[src/rtl/hex_display_scanner.sv]
// Time-multiplexed hex 7-segment scanner: prescaled digit slots, per-frame
// value snapshot, guard interval, leading-zero blanking and decimal points.
module hex_display_scanner #(
  parameter int NUM_DIGITS   = 4,
  parameter int DIV_WIDTH    = 16,
  parameter int DIV_MAX      = 49999,
  parameter int GUARD_CYCLES = 2,
  parameter int ACTIVE_LOW   = 1
) (
  input  logic                    Clock,
  input  logic                    Reset_n,
  input  logic                    Enable,
  input  logic                    BlankLeading,
  input  logic [4*NUM_DIGITS-1:0] Value,
  input  logic [NUM_DIGITS-1:0]   DpMask,
  output logic [NUM_DIGITS-1:0]   Sw,
  output logic [6:0]              Seg,
  output logic                    Dp,
  output logic                    Frame
);

  localparam int IDX_W = (NUM_DIGITS > 1) ? $clog2(NUM_DIGITS) : 1;
  localparam logic [DIV_WIDTH-1:0] PRESC_MAX   = DIV_WIDTH'(DIV_MAX);
  localparam logic [DIV_WIDTH-1:0] PRESC_GUARD = DIV_WIDTH'(GUARD_CYCLES);
  localparam logic [IDX_W-1:0]     IDX_LAST    = IDX_W'(NUM_DIGITS - 1);
  localparam bit                   INVERT      = (ACTIVE_LOW != 0);

  function automatic logic [6:0] hex_to_seg(input logic [3:0] nib);
    logic [6:0] seg;
    case (nib)
      4'h0: seg = 7'h3F;  4'h1: seg = 7'h06;  4'h2: seg = 7'h5B;  4'h3: seg = 7'h4F;
      4'h4: seg = 7'h66;  4'h5: seg = 7'h6D;  4'h6: seg = 7'h7D;  4'h7: seg = 7'h07;
      4'h8: seg = 7'h7F;  4'h9: seg = 7'h6F;  4'hA: seg = 7'h77;  4'hB: seg = 7'h7C;
      4'hC: seg = 7'h39;  4'hD: seg = 7'h5E;  4'hE: seg = 7'h79;  default: seg = 7'h71;
    endcase
    return seg;
  endfunction

  logic [DIV_WIDTH-1:0]    presc_p0;
  logic [IDX_W-1:0]        idx_p0;
  logic [4*NUM_DIGITS-1:0] snap_val_p0;
  logic [NUM_DIGITS-1:0]   snap_dp_p0;
  logic                    tick, last_digit;

  logic [NUM_DIGITS-1:0]   blank_vec;
  logic                    zero_above;
  logic [3:0]              nibble;
  logic                    lit;
  logic [NUM_DIGITS-1:0]   sw_nxt;
  logic [6:0]              seg_nxt;
  logic                    dp_nxt;

  logic [NUM_DIGITS-1:0]   sw_p1;
  logic [6:0]              seg_p1;
  logic                    dp_p1;
  logic                    frame_p1;

  assign tick       = Enable && (presc_p0 == PRESC_MAX);
  assign last_digit = (idx_p0 == IDX_LAST);

  // Stage 0: prescaler, digit index and frame snapshot
  always_ff @(posedge Clock or negedge Reset_n) begin
    if (!Reset_n) begin
      presc_p0    <= '0;
      idx_p0      <= '0;
      snap_val_p0 <= '0;
      snap_dp_p0  <= '0;
    end else if (Enable) begin
      presc_p0 <= tick ? '0 : presc_p0 + DIV_WIDTH'(1);
      if (tick) begin
        idx_p0 <= last_digit ? '0 : idx_p0 + IDX_W'(1);
        if (last_digit) begin
          snap_val_p0 <= Value;
          snap_dp_p0  <= DpMask;
        end
      end
    end
  end

  // Blanking walks down from the MSD; digit 0 always stays lit
  always_comb begin
    zero_above = 1'b1;
    blank_vec  = '0;
    for (int i = NUM_DIGITS - 1; i >= 0; i--) begin
      zero_above = zero_above && (snap_val_p0[4*i +: 4] == 4'h0);
      if (i > 0) blank_vec[i] = BlankLeading && zero_above;
    end
    nibble  = snap_val_p0[{idx_p0, 2'b00} +: 4];
    lit     = Enable && (presc_p0 >= PRESC_GUARD) && !blank_vec[idx_p0];
    sw_nxt  = lit ? (NUM_DIGITS'(1) << idx_p0) : '0;
    seg_nxt = lit ? hex_to_seg(nibble) : 7'h00;
    dp_nxt  = lit && snap_dp_p0[idx_p0];
  end

  // Stage 1: registered pin drivers
  always_ff @(posedge Clock or negedge Reset_n) begin
    if (!Reset_n) begin
      sw_p1    <= '0;
      seg_p1   <= '0;
      dp_p1    <= 1'b0;
      frame_p1 <= 1'b0;
    end else begin
      sw_p1    <= sw_nxt;
      seg_p1   <= seg_nxt;
      dp_p1    <= dp_nxt;
      frame_p1 <= tick && last_digit;
    end
  end

  assign Sw    = INVERT ? ~sw_p1  : sw_p1;
  assign Seg   = INVERT ? ~seg_p1 : seg_p1;
  assign Dp    = INVERT ? ~dp_p1  : dp_p1;
  assign Frame = frame_p1;

endmodule

[config.mk]
export PLATFORM = sky130hd
export DESIGN_NAME = hex_display_scanner
export DESIGN_NICKNAME = d
export VERILOG_FILES = /design/src/rtl/hex_display_scanner.sv
export SDC_FILE = /design/constraint.sdc
export NUM_CORES = 1
export LEC_CHECK = 0
export CORE_MARGIN = 2
export CORE_UTILIZATION = 28
export CTS_CLUSTER_DIAMETER = 30
export DETAILED_ROUTE_END_ITERATION = 12
export DONT_BUFFER_PORTS = 1
export PLACE_DENSITY_LB_ADDON = 0.05
export RECOVER_POWER = 50
export SLEW_MARGIN = 5
export SYNTH_ARGS = -nofsm -noshare
export SYNTH_HDL_FRONTEND = slang
export SYNTH_SLANG_ARGS = --single-unit
[constraint.sdc]
create_clock -name Clock -period 2.8 [get_ports Clock]
set_clock_uncertainty 0.1 [all_clocks]
set_input_delay 0.28 -clock Clock [delete_from_list [all_inputs] [get_ports Clock]]
set_output_delay 0.28 -clock Clock [all_outputs]
set_load 0.01 [all_outputs]
==> results.json, run 1 <==
{
  "status": "finished, final reports clean",
  "path_cells": "mux4_2 > inv_1 > ha_1 > inv_1 > mux4_2 > nor2_1",
  "syn_area_per_cell_um2": 12.2,
  "routed_wl_um": 5160,
  "p_int_mw": 1.08,
  "avgRoutedWirePerCell_um": 14.7,
  "ios": 37,
  "port_buffers": 0,
  "dr.pass1.iters": 4,
  "setup_viol": 0,
  "area_growth_pct": 15.2,
  "cts-buffers-inserted": 5,
  "utilization": 0.328,
  "netlist_area_um2": 2610,
  "start_util": 0.285,
  "p_leak_nw": 1.42,
  "multi_input_area_um2": 1200,
  "grt_pass1_vias": 1655,
  "tightest_slew_ns": 1.27,
  "hold_violations": 0,
  "cts_buffer_depth": 2,
  "maxSlewViolCount": 0,
  "register_area_um2": 1280,
  "synth_nets": 249,
  "track_usage": 0.109,
  "p_sw_uw": 451,
  "synthTopCellsByArea": "dfrtp_1, mux2_4, ha_1",
  "cp.arrival_ns": 2.50,
  "vias": 1630,
  "layout_common_cells": "dfrtp_1, inv_1, mux2_4",
  "synth_top_area_cell": "dfrtp_1",
  "die_h_um": 101,
  "cts-root-buf": "clkbuf_8",
  "layout.cells.non_filler": 350,
  "synth-edff-count": 0,
  "cp_data_required_time_ns": 2.94,
  "fin_total_pwr_mw": 1.53,
  "fin_hold_ws_ns": 0.0117,
  "layout-drive-gt1-share": 0.192,
  "die_x_um": 101,
  "pwr-share-comb": 0.142,
  "synth_cells": 214,
  "cts.sinks": 51,
  "hold_path.class": "primary input to flop",
  "antenna_found_initial": 0,
  "tritoncts": "built",
  "synth_seq_area_share": 0.489,
  "grt_max_degree": 52,
  "clkSlewWorstSetupHoldPaths_ns": 0.11,
  "cp_slowest_cell": "dfrtp_1",
  "swShare": 0.294,
  "fillerInstances": 926,
  "h-tree-depth": 2,
  "ys_ff_latch": 51,
  "mostFrequentLayoutCell": "dfrtp_1",
  "routed_via_density": 4.66,
  "synth_cell_types": 36,
  "pwr-share-clk": 0.293,
  "cp_max_fo": 10,
  "seq_power_share": 0.565,
  "netlist.area_leader.share": 0.489,
  "dp_cells": 322,
  "period_minus_slack_ns": 2.35,
  "core_area_um2": 9150,
  "nets": 273,
  "ant_nets": 0,
  "drt-initial-drc-count": 74,
  "power.density_nw_per_um2": 510,
  "grt_pass1_wl_um": 8540,
  "insertion_delay_ns": 0.32,
  "num_rows": 35,
  "gr-total-overflow": 0,
  "cp-end-kind": "flop",
  "slew_headroom": 0.154,
  "critPathLaunchType": "flop",
  "cpPeakStageDelay_ns": 0.64,
  "worstSetupPathType": "flop to flop",
  "rsz0062_at_grt": "false",
  "yosysWarnings": 0,
  "yosys_most_used_dff": "dfrtp_1",
  "hpwl_um": 3640,
  "max_cap_violations": 0,
  "fmax_mhz": 425,
  "route.detailed.drc": 0,
  "min_period_over_period": 0.840,
  "async_reset_ff_frac": 1.00,
  "antennaDiodeCount": 0,
  "die-area_um2": 10100,
  "gp_congestion": 0.760,
  "ir_drop_mv": 0.218,
  "fin_setup_tns_ns": 0
}
==> per-layer routing <==
metal / up-vias / GRT usage / part of all wire
met4: 0 / 0.0285 / 0.010
met5: - / 0 / 0
li1: 783 / - / -
met3: 5 / 0.0270 / 0.033
met1: 811 / 0.155 / 0.52
met2: 31 / 0.166 / 0.44
==> registers in the layout (all words and copies together), names as in the netlist <==
| name | flops |
|---|---|
| Frame | 1 |
| presc_p0 | 16 |
| snap_dp_p0 | 4 |
| seg_p1 | 7 |
| snap_val_p0 | 16 |
| idx_p0 | 2 |
| sw_p1 | 4 |
| dp_p1 | 1 |
==> through the flow <==
stage          instance area, um^2  setup slack [ns]
3_3_place_gp                  2720             0.551
3_5_place_dp                  2720             0.465
2_1_floorplan                 2610             0.764
5_1_grt                       3000             0.275
6_report                      3000             0.449
4_1_cts                       2990             0.431
==> final timing paths <==
kind	depth (start not counted)	endpoint	startpoint	slack [ns]
worst min-delay path	1	snap_val_p0[4]	Value[4]	0.01
max in group asynchronous	2	snap_dp_p0[2]	Reset_n	1.12
worst max register to register	6	seg_p1[3]	idx_p0[0]	0.45
min in group asynchronous	2	idx_p0[0]	Reset_n	0.71
worst max-delay path	6	seg_p1[3]	idx_p0[0]	0.45
worst min register to register	1	presc_p0[13]	presc_p0[13]	0.40
==> worst max-delay path: cells and delay by family, from the launching register on <==
kind	cells	cell delay, ns
adder cells (fa/ha/maj)	1	0.15
buffers and inverters	2	0.19
flip-flops	1	0.64
multiplexers	2	1.10
AND/OR/NAND/NOR	1	0.11
==> power groups by stage <==
stage / clock [mW] / combinational, mW / sequential, mW
finish: 0.449 / 0.218 / 0.867
global placement: 0 / 0.182 / 0.880
global route: 0.500 / 0.251 / 0.877
CTS: 0.468 / 0.223 / 0.867
floorplan: 0 / 0.153 / 0.866
detailed placement: 0 / 0.184 / 0.882
==> cell families (layout without fill, tap and decap cells) <==
family / count (synthesis) / count (layout) / synth area share
compound gates: 14 / 14 / 0.0398
xor+xnor: 13 / 13 / 0.0436
fa+ha+maj: 11 / 11 / 0.0528
buf+inv: 26 / 51 / 0.0494
flops: 51 / 51 / 0.489
mux: 32 / 32 / 0.191
simple gates: 67 / 67 / 0.134
==> Yosys cell counts (2+ instances only) <==
cell type and n:
xnor2_1 9, mux2i_1 4, a21oi_1 2, buf_4 2, nand4_1 7, xor2_1 4
dfrtp_1 51, mux2_2 2, and3_1 4, mux4_2 6, buf_6 3, ha_1 11
nor3_1 5, and2_1 5, o21ai_0 4, nand2_1 11, nor4_1 5, nand3_1 4
or2_2 2, inv_1 20, mux2_4 20, nor2_1 19
==> area by class of cell <==
class	instances	area share
clock buffer	5	0.0229
clock inverter	3	0.00791
inverter	20	0.0250
multi-input combinational	137	0.401
sequential	51	0.425
tap	111	0.0462
timing repair buffer	23	0.0725
==> what timing repair did <==
item,in CTS,in global routing
gates resized for setup,0,0
hold buffers,16,4
setup buffers,0,0
hold endpoints to repair,65,4
Power figures use the tool's default switching activity.
==> run 2, diff against run 1 <==
==> constraint.sdc (replaced) <==
create_clock -name Clock -period 2 [get_ports Clock]
set_clock_uncertainty 0.1 [all_clocks]
set_input_delay 0.2 -clock Clock [delete_from_list [all_inputs] [get_ports Clock]]
set_output_delay 0.2 -clock Clock [all_outputs]
set_load 0.01 [all_outputs]
==> results.json, run 2 (same netlist as run 1, synthesis figures left out) <==
{
  "status": "finished, violations left",
  "core_area_um2": 9150,
  "grt_pass1_vias": 1858,
  "min_period_over_period": 1.02,
  "cp-endpoint": "seg_p1[3]",
  "final_area_um2": 3380,
  "period_minus_slack_ns": 2.04,
  "area_growth_pct": 29.7,
  "cp.arrival_ns": 2.18,
  "grt_pass1_wl_um": 9890,
  "die_h_um": 101,
  "utilization": 0.370,
  "antenna_found_initial": 0,
  "setup_viol": 7,
  "slew_headroom": 0.140,
  "routed_wl_um": 5840,
  "hpwl_um": 4050,
  "gp_congestion": 0.764,
  "p_leak_nw": 1.62,
  "r2r_setup_slack_ns": -0.04,
  "timing.rr.end": "seg_p1[3]",
  "insertion_delay_ns": 0.30,
  "avgRoutedWirePerCell_um": 15.1,
  "cts-root-buf": "clkbuf_8",
  "hold_violations": 0,
  "start_util": 0.285,
  "fin_ws_ns": -0.0394,
  "layout_common_cells": "dfrtp_1, buf_4, dlygate4sd3_1",
  "critPathLaunchType": "flop",
  "power.density_nw_per_um2": 665,
  "num_rows": 35,
  "tightest_slew_ns": 1.29,
  "cpPeakStageDelay_ns": 0.59,
  "cp_slowest_cell": "mux4_2",
  "route.detailed.drc": 0,
  "die-area_um2": 10100,
  "fin_hold_ws_ns": 0.109,
  "die_x_um": 101,
  "port_buffers": 0,
  "ios": 37,
  "max_cap_violations": 0,
  "violations": "setup timing",
  "h-tree-depth": 2,
  "cts.sinks": 51,
  "cp_max_fo": 6,
  "pre_cts_slack_ns": -0.147,
  "cts-buffers-inserted": 5,
  "worstSetupPathType": "flop to flop",
  "dpl-instance-area_um2": 2910,
  "ant_nets": 0,
  "tritoncts": "built",
  "antennaDiodeCount": 0,
  "track_usage": 0.127,
  "reg2regPathDepth": 6,
  "mostFrequentLayoutCell": "dfrtp_1",
  "cts_buffer_depth": 2,
  "path_cells": "mux4_2 > inv_2 > ha_4 > inv_2 > mux4_2 > nor2_1",
  "cp_data_required_time_ns": 2.14,
  "drt-initial-drc-count": 79,
  "reg_top3": "presc_p0 x16, snap_val_p0 x16, seg_p1 x7",
  "startpoint": "idx_p0[0]",
  "maxSlewViolCount": 0,
  "nets": 309,
  "gr-total-overflow": 0,
  "ir_drop_mv": 0.312,
  "dr.pass1.iters": 4,
  "fmax_mhz": 490,
  "layout-drive-gt1-share": 0.338,
  "routed_via_density": 4.59,
  "clkSlewWorstSetupHoldPaths_ns": 0.10,
  "cp-end-kind": "flop",
  "vias": 1770,
  "grt_max_degree": 52,
  "rsz0062_at_grt": "true",
  "hold_path.class": "primary input to flop",
  "r2r-start": "idx_p0[0]"
}
## run 2: cell types whose count changed in the layout (fill, tap and decap cells not counted), sizes merged
cell	change
mux4	+1
clkbuf	+2
clkinvlp	-1
dlygate4sd3	+3
buf	+32
inv	-1
## run 2: critical path, delay by kind of cell, from the launching register on
kind / cells / cell delay [ns]
AND/OR/NAND/NOR: 1 / 0.10
flip-flops: 1 / 0.45
buffers and inverters: 2 / 0.15
adder cells (fa/ha/maj): 1 / 0.14
multiplexers: 2 / 1.03
## run 2: repair_timing
action,CTS,global route
cloned,1,0
pin swaps,3,5
endpoints found under the hold margin,74,0
setup buffers,2,5
resized for setup,5,12
endpoints found under the setup margin,27,35
hold buffers,23,0
## run 2: cell type report
| cell class | count | area, um^2 |
|---|---|---|
| multi-input combinational | 138 | 1280 |
| timing repair buffer | 58 | 507 |
| inverter | 20 | 75.1 |
| fill | 900 | 5770 |
| clock buffer | 7 | 96.3 |
| clock inverter | 1 | 7.51 |
| sequential | 51 | 1280 |
| tap | 111 | 139 |
## run 2: worst min-delay path by stage
stage	start	endpoint	slack (ns)	cells past startpoint
after CTS	BlankLeading	seg_p1[0]	0.09	2
final	BlankLeading	seg_p1[4]	0.11	2
after detailed placement	Reset_n	presc_p0[10]	-0.19	0
after floorplan	Reset_n	Frame	-0.20	0
after global routing	BlankLeading	seg_p1[4]	0.11	2
after global placement	Reset_n	presc_p0[13]	-0.19	0
## run 2: power breakdown
group          switching, mW  total [mW]  internal [mW]  leakage [nW]
clock                  0.352       0.667          0.315        0.0505
combinational          0.191       0.389          0.198         0.892
sequential            0.0783        1.19           1.12         0.682
## run 2: metrics by stage
step,power (mW),TNS (ns),std cells
finish,2.25,-0.0728,386
global route,2.39,-4.25,386
CTS,2.29,-0.0918,381
detailed placement,1.53,-0.523,347
global placement,1.53,-0.626,347
floorplan,1.43,-0.0137,214
## run 2: layer usage
layer	track usage	vias to the layer above	routed length, um
met2	0.195	34	2680
li1	-	857	-
met5	0	-	0
met3	0.0298	4	201
met4	0.0337	0	54
met1	0.182	875	2900
